[src/rtl/led_pattern_gen_if.sv]
// Configuration and LED-drive bundle for led_pattern_gen.
// The bench or host side uses the master modport; the generator uses the slave modport.
interface led_pattern_gen_if #(
  parameter int CHANNELS  = 4,
  parameter int PWM_BITS  = 8,
  parameter int RATE_BITS = 8
);
  localparam int CH_W = (CHANNELS > 1) ? $clog2(CHANNELS) : 1;

  logic                 cfg_we;
  logic [CH_W-1:0]      cfg_ch;
  logic [1:0]           cfg_mode;
  logic [PWM_BITS-1:0]  cfg_duty;
  logic [RATE_BITS-1:0] cfg_rate;
  logic [CHANNELS-1:0]  led;
  logic                 frame_tick;

  modport master (
    output cfg_we, cfg_ch, cfg_mode, cfg_duty, cfg_rate,
    input  led, frame_tick
  );

  modport slave (
    input  cfg_we, cfg_ch, cfg_mode, cfg_duty, cfg_rate,
    output led, frame_tick
  );
endinterface

[src/rtl/led_pattern_gen.sv]
// Multi-channel LED pattern generator: a shared PWM timebase drives per-channel
// OFF / DIM / BLINK / BREATHE patterns, each configured by single-cycle writes.
module led_pattern_gen #(
  parameter int CHANNELS  = 4,
  parameter int PWM_BITS  = 8,
  parameter int RATE_BITS = 8,
  parameter int PRESCALE  = 64
) (
  input logic              clk,
  input logic              rst,
  led_pattern_gen_if.slave bus
);

  localparam logic [1:0] MODE_OFF     = 2'd0;
  localparam logic [1:0] MODE_DIM     = 2'd1;
  localparam logic [1:0] MODE_BLINK   = 2'd2;
  localparam logic [1:0] MODE_BREATHE = 2'd3;

  localparam int                PS_W    = (PRESCALE > 1) ? $clog2(PRESCALE) : 1;
  localparam logic [PS_W-1:0]   PS_LAST = PS_W'(PRESCALE - 1);
  localparam logic [PWM_BITS-1:0] PWM_MAX = '1;
  localparam logic [PWM_BITS-1:0] PWM_ONE = PWM_BITS'(1);

  logic [PS_W-1:0]     presc_q, presc_d;
  logic [PWM_BITS-1:0] pwm_cnt_q, pwm_cnt_d;
  logic                frame_tick_q, frame_tick_d;
  logic [CHANNELS-1:0] led_q, led_d;

  logic [CHANNELS-1:0][1:0]           mode_q, mode_d;
  logic [CHANNELS-1:0][PWM_BITS-1:0]  duty_q, duty_d;
  logic [CHANNELS-1:0][RATE_BITS-1:0] rate_q, rate_d;
  logic [CHANNELS-1:0][RATE_BITS-1:0] fcnt_q, fcnt_d;
  logic [CHANNELS-1:0]                blink_q, blink_d;
  logic [CHANNELS-1:0][PWM_BITS-1:0]  level_q, level_d;
  logic [CHANNELS-1:0]                dir_up_q, dir_up_d;

  logic step;
  logic wrap;
  logic wr_en;

  assign step  = (presc_q == PS_LAST);
  // The frame event fires on the same edge that returns pwm_cnt to 0, so a new
  // brightness level always lines up with the start of a PWM frame.
  assign wrap  = step && (pwm_cnt_q == PWM_MAX);
  assign wr_en = bus.cfg_we && (int'(bus.cfg_ch) < CHANNELS);

  always_comb begin
    presc_d      = step ? '0 : presc_q + 1'b1;
    pwm_cnt_d    = step ? pwm_cnt_q + 1'b1 : pwm_cnt_q;
    frame_tick_d = wrap;
  end

  always_comb begin
    mode_d   = mode_q;
    duty_d   = duty_q;
    rate_d   = rate_q;
    fcnt_d   = fcnt_q;
    blink_d  = blink_q;
    level_d  = level_q;
    dir_up_d = dir_up_q;
    led_d    = '0;
    for (int i = 0; i < CHANNELS; i++) begin
      case (mode_q[i])
        MODE_OFF:     led_d[i] = 1'b0;
        MODE_DIM:     led_d[i] = (pwm_cnt_q < duty_q[i]);
        MODE_BLINK:   led_d[i] = blink_q[i];
        MODE_BREATHE: led_d[i] = (pwm_cnt_q < level_q[i]);
        default:      led_d[i] = 1'b0;
      endcase

      // A write to this channel wins over a simultaneous frame event.
      if (wr_en && (int'(bus.cfg_ch) == i)) begin
        mode_d[i]   = bus.cfg_mode;
        duty_d[i]   = bus.cfg_duty;
        rate_d[i]   = bus.cfg_rate;
        fcnt_d[i]   = '0;
        blink_d[i]  = 1'b0;
        level_d[i]  = '0;
        dir_up_d[i] = 1'b1;
      end else if (wrap && (mode_q[i] == MODE_BLINK || mode_q[i] == MODE_BREATHE)) begin
        if (fcnt_q[i] == rate_q[i]) begin
          fcnt_d[i] = '0;
          if (mode_q[i] == MODE_BLINK) begin
            blink_d[i] = ~blink_q[i];
          end else if (dir_up_q[i]) begin
            level_d[i] = level_q[i] + 1'b1;
            if (level_q[i] == PWM_MAX - 1'b1) dir_up_d[i] = 1'b0;
          end else begin
            level_d[i] = level_q[i] - 1'b1;
            if (level_q[i] == PWM_ONE) dir_up_d[i] = 1'b1;
          end
        end else begin
          fcnt_d[i] = fcnt_q[i] + 1'b1;
        end
      end
    end
  end

  always_ff @(posedge clk or posedge rst) begin
    if (rst) begin
      presc_q      <= '0;
      pwm_cnt_q    <= '0;
      frame_tick_q <= 1'b0;
      led_q        <= '0;
      mode_q       <= '0;
      duty_q       <= '0;
      rate_q       <= '0;
      fcnt_q       <= '0;
      blink_q      <= '0;
      level_q      <= '0;
      dir_up_q     <= '1;
    end else begin
      presc_q      <= presc_d;
      pwm_cnt_q    <= pwm_cnt_d;
      frame_tick_q <= frame_tick_d;
      led_q        <= led_d;
      mode_q       <= mode_d;
      duty_q       <= duty_d;
      rate_q       <= rate_d;
      fcnt_q       <= fcnt_d;
      blink_q      <= blink_d;
      level_q      <= level_d;
      dir_up_q     <= dir_up_d;
    end
  end

  assign bus.led        = led_q;
  assign bus.frame_tick = frame_tick_q;

endmodule

[src/flat_wrapper.sv]
// flat-port wrapper written by rule: the top's interface ports become plain ports
module led_pattern_gen_flat 
#(
  parameter int CHANNELS  = 4,
  parameter int PWM_BITS  = 8,
  parameter int RATE_BITS = 8,
  parameter int PRESCALE  = 64
)
  (clk, rst, bus_cfg_we, bus_cfg_ch, bus_cfg_mode, bus_cfg_duty, bus_cfg_rate, bus_led, bus_frame_tick);
  led_pattern_gen_if #(.CHANNELS(CHANNELS), .PWM_BITS(PWM_BITS), .RATE_BITS(RATE_BITS)) bus_i ();
  input logic clk;
  input logic rst;
  input wire logic [$bits(bus_i.cfg_we)-1:0] bus_cfg_we;
  input wire logic [$bits(bus_i.cfg_ch)-1:0] bus_cfg_ch;
  input wire logic [$bits(bus_i.cfg_mode)-1:0] bus_cfg_mode;
  input wire logic [$bits(bus_i.cfg_duty)-1:0] bus_cfg_duty;
  input wire logic [$bits(bus_i.cfg_rate)-1:0] bus_cfg_rate;
  output wire logic [$bits(bus_i.led)-1:0] bus_led;
  output wire logic [$bits(bus_i.frame_tick)-1:0] bus_frame_tick;
  assign bus_i.cfg_we = bus_cfg_we;
  assign bus_i.cfg_ch = bus_cfg_ch;
  assign bus_i.cfg_mode = bus_cfg_mode;
  assign bus_i.cfg_duty = bus_cfg_duty;
  assign bus_i.cfg_rate = bus_cfg_rate;
  assign bus_led = bus_i.led;
  assign bus_frame_tick = bus_i.frame_tick;
  led_pattern_gen #(.CHANNELS(CHANNELS), .PWM_BITS(PWM_BITS), .RATE_BITS(RATE_BITS), .PRESCALE(PRESCALE)) u_core (.clk(clk), .rst(rst), .bus(bus_i));
endmodule
[config.mk]
export PLATFORM = sky130hd
export DESIGN_NAME = led_pattern_gen_flat
export DESIGN_NICKNAME = d
export VERILOG_FILES = /design/src/rtl/led_pattern_gen_if.sv /design/src/rtl/led_pattern_gen.sv /design/src/flat_wrapper.sv
export SDC_FILE = /design/constraint.sdc
export NUM_CORES = 1
export LEC_CHECK = 0
export ABC_AREA = 1
export CAP_MARGIN = 25
export CELL_PAD_IN_SITES_DETAIL_PLACEMENT = 0
export CELL_PAD_IN_SITES_GLOBAL_PLACEMENT = 2
export CORE_ASPECT_RATIO = 1.2
export CORE_UTILIZATION = 33
export CTS_CLUSTER_DIAMETER = 80
export DETAILED_ROUTE_END_ITERATION = 8
export PLACE_DENSITY_LB_ADDON = 0.1
export REMOVE_ABC_BUFFERS = 1
export SLEW_MARGIN = 10
export SYNTH_ARGS = -nofsm -noshare
export SYNTH_HDL_FRONTEND = slang
export SYNTH_SLANG_ARGS = --single-unit
[constraint.sdc]
create_clock -name clk -period 4.7 [get_ports clk]
set_input_delay 0.705 -clock clk [delete_from_list [all_inputs] [get_ports clk]]
set_output_delay 0.705 -clock clk [all_outputs]
set_load 0.01 [all_outputs]
==> key figures <==
Worst setup path
  – Crit. Startpoint: bus_cfg_ch[0]
  – Critical path, cell by cell: clkdlybuf4s50_1 -> nand3_2 -> nand2_2 -> nand2_1 -> nor2_2 -> nand2_1 -> nand2_1
  – Crit-path slowest cell: clkdlybuf4s50_1
  – Type of origin of the critical path: input port
  – Critical path arrival: ~2.8 ns
  – Worst path required time: just over 5 ns
  – Worst path most repeated cell: nand2_1
  – CP endpoint kind: flop
  – CP peak stage delay: around 0.60 ns
  – R2R Path Start: u_core.pwm_cnt_q[0]
  – Crit Path Class: input port to flop
  – Critical Path Fanout Max: 30

Drt
  – Iteration-0 DRC count of the detailed router: around 500
  – DRC violations left: 1
  – Vias: between 9,000 and 10,000
  – First-pass DRT Iterations: 7
  – Routed Wire Length: roughly 29,000 µm
  – Via/cell ratio: approximately 4.7
  – Post-DR wirelength/cell: 15.0 µm
  – Detail Route Antenna Nets: 0

Power and ir drop
  – Switching part of the total: 0.374
  – Clock power share: 0.304
  – Worst vdd ir: between 200 and 250 µV
  – Lkg Pwr: roughly 0.0063 µW
  – Pwr/cell area: 424 nW/µm²
  – Internal: between 3000 and 4000 µW
  – Switch Pwr: between 1500 and 2000 µW
  – Comb power frac: 0.286
  – Sequential Power Share: 0.410
  – Tot Pwr: 5070 µW

STA
  – Slew HR: 0.465
  – Worst-margin pin slew: around 0.8 ns
  – RSZ-0062 raised after global routing: no
  – Final Hold Viols: 0
  – Final Cycle Share: 0.520
  – Worst Hold Margin: 0.478 ns
  – Clock Skew: ~0.012 ns
  – FMAX: just over 400 MHz
  – Post-route minimum period: about 2.4 ns
  – Setup violators final: 0
  – Max Slew Vio Count: 0

Logic synthesis
  – Post-synthesis cell count: 1,502
  – Synth top cells by count: nand2_1, inv_1, dfrtp_1
  – Unique masters post-synth: 35
  – Yosys warning total: 0
  – Synth Register Bits: 163
  – Share of Yosys cell area claimed by the top area cell type: 0.373
  – Asr flop ratio synth: 1.00
  – Sequential area share after synthesis: 0.383
  – Number of synthesized flops with an enable pin: 0
  – Synth area leaders: dfrtp_1, nand2_1, ha_1
  – Avg Cell Area, Syn: 7.11 µm²
  – Synth area leader: dfrtp_1
  – Top_reg_cell synth: dfrtp_1
  – Mapped Area: ~11,000 µm²
  – Most numerous cell in the Yosys netlist: nand2_1

Final layout
  – Syn-to-layout area delta: 12.1%
  – Diode count: 0
  – Net total in the final layout: about 1,600
  – Post-Layout Cell Count: just under 2,000
  – Fin util: 0.378
  – Share of layout cells above drive strength 1: 0.0550
  – Final instance area: 12,000 µm²

Global route
  – GRT Overall Usage: 0.189
  – Largest net degree at the start of global routing: roughly 80
  – First-pass GRT wire length: approximately 48,000 µm
  – Global route overflow: 0
  – Vias in the first global route: 8,923
  – Initial antenna violation count: 1

Clock tree
  – CTS tree: yes
  – CTS root buf: clkbuf_16
  – Reg clk slew, reported paths: ~0.07 ns
  – Post-CTS Setup Inserts: 0
  – CTS Sinks: 163
  – Post-CTS Hold Buffers: 0
  – Max Buffers Root-to-Sink: 2
  – Post-CTS sizing: 0
  – CTS Buf Count: 17
  – Clock Latency Late Sink: 0.44 ns
  – H-tree depth: 4

Floorplan
  – Core area: 31,600 µm²
  – Initial Util: 0.338
  – Rows: between 70 and 80
  – # IOs: 28
  – Die area: 33,100 µm²
  – Die width: around 170 µm
  – Die height: approximately 200 µm

Placed design
  – Dpl cells: ~1,900
  – HPWL after DPL: about 21,000 µm
  – Port-buffer cells: 27
  – Routability cong.: 0.774
  – Placed inst area: roughly 11,000 µm²

Outcome
  – Failing checks: DRC
  – Outcome: finished with violations

Hold path
  – Worst hold path startpoint: u_core.presc_q[0]
  – Worst Hold Class: flop to flop

Job
  – Maxcap violations: 0
## logic make-up after synthesis
family / after synthesis / share of synthesized area
AO/OA/AOI/OAI: 161 / 0.0812
XOR/XNOR: 33 / 0.0271
adder cells (fa/ha/maj): 78 / 0.0914
buffers and inverters: 251 / 0.0925
flip-flops: 163 / 0.383
AND/OR/NAND/NOR: 816 / 0.325
## stage by stage
| stage | setup slack, ns | TNS (ns) |
|---|---|---|
| floorplan | -0.403 | -64.13 |
| global placement | 1.78 | 0 |
| detailed placement | 1.76 | 0 |
| CTS | 2.22 | 0 |
| global route | 2.02 | 0 |
| finish | 2.26 | 0 |
## power groups by stage
stage	sequential [µW]	clock, µW	combinational (µW)
6_report	2080	1540	1450
5_1_grt	2130	1640	1730
4_1_cts	2080	1590	1480
3_5_place_dp	2100	0	1470
3_3_place_gp	2100	0	1470
2_1_floorplan	1980	0	1120
## path summary, 6_finish.rpt
check                      cells past startpoint                 end  slack (ns)
setup / recovery                               7  u_core.level_q[13]        2.26
hold / removal                                 1   u_core.presc_q[0]        0.48
setup reg to reg                               9  u_core.level_q[21]        2.28
hold reg to reg                                1   u_core.presc_q[0]        0.48
max in group asynchronous                      3  u_core.dir_up_q[3]        3.07
min in group asynchronous                      2    u_core.fcnt_q[0]        0.77
## final cells by class
| cell class | count | area [µm²] |
|---|---|---|
| clock buffers | 20 | 457 |
| clock inverters | 12 | 180 |
| fillers | 3379 | 19700 |
| inverters | 210 | 793 |
| multi-input cells | 1088 | 5610 |
| flip-flops and latches | 163 | 4080 |
| well taps | 401 | 502 |
| repair buffers | 35 | 343 |
## metal layers
layer	vias to the layer above	track usage	routed length, µm
li1	4738	-	-
met1	4211	0.246	14200
met2	67	0.330	14000
met3	17	0.0263	457
met4	2	0.0450	304
met5	-	0	12
## state kept, by name, summed over array words and instances (netlist names), 4 cells and up
| signal | cells |
|---|---|
| u_core.bus.led | 4 |
| u_core.rate_q | 32 |
| u_core.level_q | 32 |
| u_core.presc_q | 6 |
| u_core.dir_up_q | 4 |
| u_core.mode_q | 8 |
| u_core.duty_q | 32 |
| u_core.blink_q | 4 |
| u_core.fcnt_q | 32 |
| u_core.pwm_cnt_q | 8 |
## layout by cell type, fill, tap and decap left out, drive strengths merged, types with 11 or more instances in the layout
cell type and instances:
nor3 11, nand2 501, nand3 105, nand4 22, dfrtp 159, clkbuf 20, xor2 31, ha 78
inv 211, clkdlybuf4s50 27, o21ai 129, nor2 161, a21oi 24
## critical path: cells and delay by family
kind                   cells  cell delay (ns)
AND/OR/NAND/NOR            6             1.49
buffers and inverters      1             0.60
Power figures use the tool's default switching activity.
